`src/rtl/regfile_pkg.sv`:
```
// regfile_pkg: shared definitions for the register file / PSR block.
//   - PSR flag bit indices (carry, link, flag, zero, negative)
//   - default PSR width
//   - sequencer state enum
package regfile_pkg;

    localparam int unsigned FLAG_C = 0;
    localparam int unsigned FLAG_L = 1;
    localparam int unsigned FLAG_F = 2;
    localparam int unsigned FLAG_Z = 3;
    localparam int unsigned FLAG_N = 4;

    localparam int unsigned FLAG_W_DEF = 5;

    typedef enum logic {
        ST_INIT,
        ST_RUN
    } state_e;

endpackage

```
`src/rtl/regfile_psr_if.sv`:
```
// regfile_psr_if: bus between decode/writeback and the register file / PSR.
//   master (decode + writeback side) drives:
//     reg_write, wr_addr, wr_data  - write port
//     src_addr, dst_addr           - read addresses
//     flag_we, flags_in            - masked PSR update
//   slave (register file) drives:
//     src_data, dst_data           - combinational read data
//     flags_out                    - registered PSR
//     init_busy                    - clear sequencer running
interface regfile_psr_if
    import regfile_pkg::*;
#(
    parameter int unsigned WIDTH  = 16,
    parameter int unsigned DEPTH  = 16,
    parameter int unsigned ADDR_W = $clog2(DEPTH),
    parameter int unsigned FLAG_W = FLAG_W_DEF
);
    logic              reg_write;
    logic [ADDR_W-1:0] wr_addr;
    logic [WIDTH-1:0]  wr_data;
    logic [ADDR_W-1:0] src_addr;
    logic [ADDR_W-1:0] dst_addr;
    logic [WIDTH-1:0]  src_data;
    logic [WIDTH-1:0]  dst_data;
    logic [FLAG_W-1:0] flag_we;
    logic [FLAG_W-1:0] flags_in;
    logic [FLAG_W-1:0] flags_out;
    logic              init_busy;

    modport master (
        output reg_write, wr_addr, wr_data, src_addr, dst_addr, flag_we, flags_in,
        input  src_data, dst_data, flags_out, init_busy
    );

    modport slave (
        input  reg_write, wr_addr, wr_data, src_addr, dst_addr, flag_we, flags_in,
        output src_data, dst_data, flags_out, init_busy
    );

endinterface

```
`src/rtl/psr_reg.sv`:
```
// psr_reg: processor status register with per-bit write mask.
//   i_clk    - clock, rising edge
//   i_rst_n  - asynchronous active-low reset, clears all flags
//   i_we     - per-bit write mask
//   i_flags  - new flag values, taken where i_we is set
//   o_flags  - registered flag contents
module psr_reg
    import regfile_pkg::*;
#(
    parameter int unsigned FLAG_W = FLAG_W_DEF
) (
    input  logic              i_clk,
    input  logic              i_rst_n,
    input  logic [FLAG_W-1:0] i_we,
    input  logic [FLAG_W-1:0] i_flags,
    output logic [FLAG_W-1:0] o_flags
);
    logic [FLAG_W-1:0] r_flags;
    logic [FLAG_W-1:0] w_flags_next;

    always_comb begin
        w_flags_next = (r_flags & ~i_we) | (i_flags & i_we);
    end

    always_ff @(posedge i_clk or negedge i_rst_n) begin
        if (!i_rst_n) begin
            r_flags <= '0;
        end else begin
            r_flags <= w_flags_next;
        end
    end

    assign o_flags = r_flags;

endmodule

```
`src/rtl/regfile_psr.sv`:
```
// regfile_psr: DEPTH x WIDTH register file (2 combinational read ports, 1 write port with
// write-through bypass) merged with a masked-update PSR. After reset a sequencer clears one
// array entry per cycle so the array itself carries no reset and can map to RAM/LUTRAM.
//   i_clk    - clock, rising edge
//   i_rst_n  - asynchronous active-low reset (restarts the clear sequence)
//   bus      - regfile_psr_if.slave: write port, read ports, PSR update, init_busy
// Optional build macro: ZERO_REG_EN - register 0 hardwired to zero, writes to it dropped.
module regfile_psr
    import regfile_pkg::*;
#(
    parameter int unsigned WIDTH  = 16,
    parameter int unsigned DEPTH  = 16,
    parameter int unsigned ADDR_W = $clog2(DEPTH),
    parameter int unsigned FLAG_W = FLAG_W_DEF
) (
    input logic          i_clk,
    input logic          i_rst_n,
    regfile_psr_if.slave bus
);
    state_e            r_state;
    state_e            w_state_next;
    logic [ADDR_W-1:0] r_clr_cnt;
    logic [ADDR_W-1:0] w_clr_cnt_next;
    logic              r_init_busy;

    logic [WIDTH-1:0]  r_mem [DEPTH];

    logic              w_run;
    logic              w_wr_ok;
    logic              w_mem_we;
    logic [ADDR_W-1:0] w_mem_addr;
    logic [WIDTH-1:0]  w_mem_data;
    logic [WIDTH-1:0]  w_src_data;
    logic [WIDTH-1:0]  w_dst_data;
    logic [FLAG_W-1:0] w_flag_we;
    logic [FLAG_W-1:0] w_flags;

    // Sequencer: walk every entry once, then stay in RUN until the next reset.
    always_comb begin
        w_state_next   = r_state;
        w_clr_cnt_next = r_clr_cnt;
        case (r_state)
            ST_INIT: begin
                w_clr_cnt_next = r_clr_cnt + 1'b1;
                if (r_clr_cnt == ADDR_W'(DEPTH - 1)) begin
                    w_state_next = ST_RUN;
                end
            end
            ST_RUN: begin
                w_state_next = ST_RUN;
            end
        endcase
    end

    always_ff @(posedge i_clk or negedge i_rst_n) begin
        if (!i_rst_n) begin
            r_state     <= ST_INIT;
            r_clr_cnt   <= '0;
            r_init_busy <= 1'b1;
        end else begin
            r_state     <= w_state_next;
            r_clr_cnt   <= w_clr_cnt_next;
            r_init_busy <= (w_state_next == ST_INIT);
        end
    end

    assign w_run = (r_state == ST_RUN);

    // Single shared write port: the sequencer owns it during INIT, writeback during RUN.
    always_comb begin
`ifdef ZERO_REG_EN
        w_wr_ok = bus.reg_write && (bus.wr_addr != '0);
`else
        w_wr_ok = bus.reg_write;
`endif
        if (w_run) begin
            w_mem_we   = w_wr_ok;
            w_mem_addr = bus.wr_addr;
            w_mem_data = bus.wr_data;
        end else begin
            w_mem_we   = 1'b1;
            w_mem_addr = r_clr_cnt;
            w_mem_data = '0;
        end
    end

    // No reset on the array so it stays RAM-inferable.
    always_ff @(posedge i_clk) begin
        if (w_mem_we) begin
            r_mem[w_mem_addr] <= w_mem_data;
        end
    end

    // Read ports: array value, overridden by same-cycle write data, forced to 0 outside RUN.
    always_comb begin
        w_src_data = r_mem[bus.src_addr];
        w_dst_data = r_mem[bus.dst_addr];
        if (bus.reg_write && (bus.wr_addr == bus.src_addr)) begin
            w_src_data = bus.wr_data;
        end
        if (bus.reg_write && (bus.wr_addr == bus.dst_addr)) begin
            w_dst_data = bus.wr_data;
        end
`ifdef ZERO_REG_EN
        if (bus.src_addr == '0) begin
            w_src_data = '0;
        end
        if (bus.dst_addr == '0) begin
            w_dst_data = '0;
        end
`endif
        if (!w_run) begin
            w_src_data = '0;
            w_dst_data = '0;
        end
    end

    assign w_flag_we = w_run ? bus.flag_we : '0;

    psr_reg #(
        .FLAG_W (FLAG_W)
    ) u_psr_reg (
        .i_clk   (i_clk),
        .i_rst_n (i_rst_n),
        .i_we    (w_flag_we),
        .i_flags (bus.flags_in),
        .o_flags (w_flags)
    );

    assign bus.src_data  = w_src_data;
    assign bus.dst_data  = w_dst_data;
    assign bus.flags_out = w_flags;
    assign bus.init_busy = r_init_busy;

endmodule

```
`src/flat_wrapper.sv`:
```
// flat-port wrapper written by rule: the top's interface ports become plain ports
module regfile_psr_flat import regfile_pkg::*;
#(
    parameter int unsigned WIDTH  = 16,
    parameter int unsigned DEPTH  = 16,
    parameter int unsigned ADDR_W = $clog2(DEPTH),
    parameter int unsigned FLAG_W = FLAG_W_DEF
)
  (i_clk, i_rst_n, bus_reg_write, bus_wr_addr, bus_wr_data, bus_src_addr, bus_dst_addr, bus_flag_we, bus_flags_in, bus_src_data, bus_dst_data, bus_flags_out, bus_init_busy);
  regfile_psr_if #(.WIDTH(WIDTH), .DEPTH(DEPTH), .ADDR_W(ADDR_W), .FLAG_W(FLAG_W)) bus_i ();
  input logic i_clk;
  input logic i_rst_n;
  input wire logic [$bits(bus_i.reg_write)-1:0] bus_reg_write;
  input wire logic [$bits(bus_i.wr_addr)-1:0] bus_wr_addr;
  input wire logic [$bits(bus_i.wr_data)-1:0] bus_wr_data;
  input wire logic [$bits(bus_i.src_addr)-1:0] bus_src_addr;
  input wire logic [$bits(bus_i.dst_addr)-1:0] bus_dst_addr;
  input wire logic [$bits(bus_i.flag_we)-1:0] bus_flag_we;
  input wire logic [$bits(bus_i.flags_in)-1:0] bus_flags_in;
  output wire logic [$bits(bus_i.src_data)-1:0] bus_src_data;
  output wire logic [$bits(bus_i.dst_data)-1:0] bus_dst_data;
  output wire logic [$bits(bus_i.flags_out)-1:0] bus_flags_out;
  output wire logic [$bits(bus_i.init_busy)-1:0] bus_init_busy;
  assign bus_i.reg_write = bus_reg_write;
  assign bus_i.wr_addr = bus_wr_addr;
  assign bus_i.wr_data = bus_wr_data;
  assign bus_i.src_addr = bus_src_addr;
  assign bus_i.dst_addr = bus_dst_addr;
  assign bus_i.flag_we = bus_flag_we;
  assign bus_i.flags_in = bus_flags_in;
  assign bus_src_data = bus_i.src_data;
  assign bus_dst_data = bus_i.dst_data;
  assign bus_flags_out = bus_i.flags_out;
  assign bus_init_busy = bus_i.init_busy;
  regfile_psr #(.WIDTH(WIDTH), .DEPTH(DEPTH), .ADDR_W(ADDR_W), .FLAG_W(FLAG_W)) u_core (.i_clk(i_clk), .i_rst_n(i_rst_n), .bus(bus_i));
endmodule
```
`config.mk`:
```
export PLATFORM = sky130hd
export DESIGN_NAME = regfile_psr_flat
export DESIGN_NICKNAME = d
export VERILOG_FILES = /design/src/rtl/regfile_pkg.sv /design/src/rtl/regfile_psr_if.sv /design/src/rtl/psr_reg.sv /design/src/rtl/regfile_psr.sv /design/src/flat_wrapper.sv
export SDC_FILE = /design/constraint.sdc
export NUM_CORES = 1
export LEC_CHECK = 0
export BUFFER_PORTS_ARGS = -buffer_cell sky130_fd_sc_hd__buf_4
export CAP_MARGIN = 20
export CELL_PAD_IN_SITES_DETAIL_PLACEMENT = 2
export CELL_PAD_IN_SITES_GLOBAL_PLACEMENT = 2
export CORE_UTILIZATION = 48
export CTS_BUF_LIST = sky130_fd_sc_hd__clkbuf_8
export DETAILED_ROUTE_END_ITERATION = 8
export PLACE_DENSITY = 0.88
export SLEW_MARGIN = 20
export SYNTH_ARGS = -nofsm -noshare
export SYNTH_HDL_FRONTEND = slang
export SYNTH_SLANG_ARGS = --single-unit
export TNS_END_PERCENT = 50
```
`constraint.sdc`:
```
create_clock -name i_clk -period 2.5 [get_ports i_clk]
set_clock_uncertainty 0.05 [all_clocks]
set_input_delay 0.5 -clock i_clk [delete_from_list [all_inputs] [get_ports i_clk]]
set_output_delay 0.5 -clock i_clk [all_outputs]
set_load 0.1 [all_outputs]
```
# Yosys cells after proc, flatten, opt, wreduce, memory -nomap -nowiden
# Memory sizes are Yosys's and may differ from the RTL's.
# Cells that the tools add are included.
[word_totals] register_bits=11 mem_bits_rw=256 inputBits=41 wordCells=29 mem_count=1
[mem_list] memory="u_core.r_mem" words=16 width=16 rd=2 rd_clocked_by_memory_dff=0 write_ports=1 line_no="regfile_psr.sv:26" text="logic [WIDTH-1:0] r_mem [DEPTH];"
[classes] n_addsub=1 eq_ne=3 muxes=12 bitwise=6 n_reduce_logical=2
[ops] op="$mux W16" n=5
[ops] op="$and A5 B5 Y5" n=2
[ops] op="$eq A4 B4 Y1" n=2
[ops] op="$mux W5" n=1
[ops] op="$not A5 Y5" n=1
[ops] op="$or A5 B5 Y5" n=1
[ops] op="$add A4 B1 Y4 const B" n=1
[ops] op="$eq A4 B4 Y1 const B" n=1
[ops] op="$mux W1" n=4
[ops] op="$mux W4" n=1
[ops] op="$logic_and A1 B1 Y1" n=2
[ops] op="$not A1 Y1" n=2
[ops] op="$pmux W1 S2" n=1

# Longest topological paths before layout
[depth] depth_word=4 depth_mapped=6 mapped_depth_nobuf=4

# By module
# A second synthesis with hierarchy kept.
[hier_totals] cells_unflattened=687 hier_area_um2=12693.4
[by_module_without_submodules] mod="regfile_psr" n_inst=1 cells_each=677 area_each_um2=12493.2 seq_area_each_um2=7838.8
[by_module_without_submodules] mod="psr_reg" n_inst=1 cells_each=10 area_each_um2=200.2 seq_area_each_um2=125.1

# Worst setup path after synthesis
# OpenSTA, ideal clock, no wires.
[synth_path] kind="input to output" from="input port bus_dst_addr[0]" to="output port bus_dst_data[13]" t_arrival_ns=2.897 required_time_ns=1.950 slack_ns=-0.947 path_stages=6 n_path_buf=3 path_cell_list="buf_6 buf_8 xnor2_1 nand3_1 clkbuf_1 o22ai_1"
[synth_between] elab_chain_len=4 elab_cells_between_ends=5
[synth_rtl] element="start: declaration" line_no="flat_wrapper.sv:17" text="input wire logic [$bits(bus_i.dst_addr)-1:0] bus_dst_addr;"
[synth_rtl] element="parallel branches: the longest is 2 deep, another holds $mem_v2 Z16 W16"
[synth_rtl] element="$mux W16 (*)" line_no="regfile_psr.sv:101" text="if (bus.reg_write && (bus.wr_addr == bus.dst_addr)) begin"
[synth_rtl] element="$mux W16 (*)" line_no="regfile_psr.sv:112" text="if (!w_run) begin"
[synth_rtl] element="end: declaration" line_no="flat_wrapper.sv:21" text="output wire logic [$bits(bus_i.dst_data)-1:0] bus_dst_data;"
# Every way passes the cells marked *.

==> impl_metrics.tcl <==
set metrics [dict create \
    num_rows 59 \
    cts-root-buf "clkbuf_8" \
    ant_nets 0 \
    overflow 0 \
    cts_made_buffers 46 \
    wl_per_cell_um 49.8 \
    globalplace.congestion 0.791 \
    diodes 0 \
    die-area_um2 27000 \
    drt-vias-per-instance 7.91 \
    start_util 0.487 \
    fin_area_um2 16600 \
    syn-num-nets 729 \
    rsz0062_at_grt "true" \
    ys_warn_count 0 \
    syn_area_per_cell_um2 18.4 \
    vdd_drop_max_mv 0.519 \
    drv_slew 0 \
    core_area_um2 26000 \
    crit_fanout 2 \
    grt_max_degree 27 \
    syn_to_final_growth_pct 31.1 \
    post-dp-hpwl_um 30800 \
    drc 0 \
    wirelength_um 60300 \
    cts_sinks 267 \
    critPathLaunchType "flop" \
    clk_pin_slew_ns 0.07 \
    yosysTopAreaCell "edfxtp_1" \
    syn_area_um2 12600 \
    cts_htree_levels 2 \
    min-delay-path-class "input port to flop" \
    layout_setup_ws_ns -0.565 \
    violations "negative setup slack" \
    endpoint_kind "output port" \
    drive_above_1_share 0.519 \
    seq_area_frac_synth 0.630 \
    final_util 0.638 \
    clock_latency_ns 0.59 \
    drv_cap 0 \
    synth_cells 687 \
    top_level_ports 79 \
    r2r_start "u_core.r_state" \
    min_period_over_period 1.23 \
    die_x_um 164 \
    dpl.cell_count 1130 \
    r2r_end "u_core.r_mem[14][11]" \
    worst_pin_slew_ns 0.731 \
    nNetsFinal 891 \
    finalHoldViolations 0 \
    crit_end "bus_dst_data[1]" \
    layoutNonFillerInstCount 1212 \
    grt_pass1_vias 10059 \
    finalSetupViolations 32 \
    cts_tree "yes" \
    cp-startpoint "u_core.r_mem[0][1]" \
    crit_path_top_delay_cell "edfxtp_1" \
    synth.distinct_cells 32 \
    first_pass_iters 5 \
    p_leak_nw 5.77 \
    cp_slowest_stage_delay_ns 0.47 \
    r2r_cells 5 \
    yosysTopAreaCellShare 0.608 \
    arrival_ns 2.52 \
    synthTopCellsByArea "edfxtp_1 61%, mux4_2 23%, a22o_1 4.4%" \
    run_status "complete, but fails checks" \
    cp_cell_sequence "buf_4 -> mux4_2 -> a22o_1 -> nor2_2 -> o22ai_2 -> buf_12" \
    whs_ns 0.0984 \
    die_h_um 164 \
    r2r_slack_ns 0.23 \
    min_period_ns 3.07 \
    relSlewSlack 0.510 \
    crit_required_ns 1.95 \
    grtUsageTotal 0.469 \
    antenna_found_initial 0 \
    grt_pass1_wl_um 83500 \
    cts_max_path_buffers 3 \
    p_per_area_nw_per_um2 675 \
    place_area_um2 15000 \
    vias 9583 \
    clock.fmax_mhz 326 \
    total_power_mw 11.2 \
    io_buffers 78 \
    critical_path_class "flop to output port" \
    ys_ff_latch 267 \
    drtIter0Drc 1614 \
]
cell type report:
| type | instances | area, µm² |
|---|---|---|
| clock buffers | 47 | 647 |
| clock inverters | 29 | 141 |
| fillers | 1957 | 9400 |
| inverters | 20 | 75.1 |
| multi-input cells | 349 | 5220 |
| flip-flops and latches | 267 | 7960 |
| well taps | 335 | 419 |
| repair buffers | 165 | 2120 |
metal layers:
metal,share of wire,routed length (µm),GRT usage,vias to the layer above
met5,0.00018,11,0,-
met4,0.082,4920,0.330,2
met3,0.11,6800,0.135,356
met2,0.47,28300,0.729,1049
met1,0.34,20300,0.564,4930
li1,-,-,-,3246
cells in the mapped netlist:
library cell and count:
a21oi_1 2, a22o_1 64, a31o_2 2, a31oi_1 3, a32oi_1 2, and2_1 2
and3_1 2, buf_1 3, buf_2 16, buf_4 1, buf_6 10, buf_8 2
clkbuf_1 19, clkinv_1 1, dfrtp_1 10, dfstp_2 1, edfxtp_1 256, ha_1 1
inv_1 19, mux2_2 6, mux4_2 128, nand2_1 24, nand3_1 4, nand4_1 1
nor2_1 54, nor2b_1 5, nor3_1 4, nor3b_1 1, o22ai_1 32, o32a_1 1
xnor2_1 5, xor2_1 6
registers in the layout, summed over array words and instances (netlist names), named ones only:
name / flops
u_core.r_mem: 256
u_core.r_state: 1
u_core.r_clr_cnt: 4
u_core.bus.init_busy: 1
logic make-up after synthesis:
logic type | count (synthesis) | synth area share
DFF | 267 | 0.630
muxes | 134 | 0.233
AOI/OAI and AO/OA | 106 | 0.0660
and+or+nand+nor | 97 | 0.0319
buffers and inverters | 71 | 0.0307
xor gates and xnor gates | 11 | 0.00762
adders and majority gates | 1 | 0.000989
metrics by stage:
step,setup TNS [ns],setup WS (ns)
3_5_place_dp,-11.86,-0.453
3_3_place_gp,-9.75,-0.428
5_1_grt,-12.27,-0.591
4_1_cts,-9.80,-0.384
2_1_floorplan,-0.828,-0.157
6_report,-12.08,-0.565
report_power, final:
part           switching (mW)  total (mW)  internal, mW
clock network            2.17        4.00          1.83
logic                    1.41        2.25         0.840
registers              0.0175        4.95          4.93
total                    3.59        11.2          7.61
worst max-delay path: cells and delay by family (launching register included):
kind                   cells  cell delay, ns
AOI/OAI and AO/OA          2            0.40
buffers and inverters      2            0.38
DFF                        1            0.47
muxes                      1            0.47
and+or+nand+nor            1            0.18
how the worst min path moves through the flow:
stage | startpoint | end | slack (ns) | cells after the start
after floorplan | i_rst_n | asynchronous set/reset pin | 0.15 | 0
after global placement | i_rst_n | asynchronous set/reset pin | 0.29 | 1
after global routing | bus_flags_in[0] | flop | 0.09 | 2
final | bus_flags_in[0] | flop | 0.1 | 2
after detailed placement | i_rst_n | asynchronous set/reset pin | 0.29 | 1
after CTS | bus_flags_in[0] | flop | 0.09 | 2
cell usage in the layout, fill, tap and decap left out, drive strengths merged, types with 2 or more instances in the layout:
| master | Yosys | layout |
|---|---|---|
| nor2b | 5 | 5 |
| and2 | 2 | 2 |
| a32oi | 2 | 2 |
| buf | 32 | 163 |
| o22ai | 32 | 32 |
| clkbuf | 19 | 47 |
| dfrtp | 10 | 10 |
| xnor2 | 5 | 5 |
| nor3 | 4 | 4 |
| edfxtp | 256 | 256 |
| a22o | 64 | 64 |
| a31oi | 3 | 3 |
| nand2 | 24 | 24 |
| inv | 19 | 38 |
| xor2 | 6 | 6 |
| mux4 | 128 | 128 |
| nor2 | 54 | 54 |
| a31o | 2 | 2 |
| mux2 | 6 | 6 |
| clkinv | 1 | 9 |
| and3 | 2 | 2 |
| a21oi | 2 | 2 |
| nand3 | 4 | 4 |
timing repair:
action	4_1_cts	5_1_grt
pin swaps	58	27
endpoints found under the setup margin	32	32
hold endpoints to repair	11	0
setup buffers	2	4
gates cloned	1	0
resized for setup	130	39
hold buffers	1	0
Power figures use the tool's default switching activity.
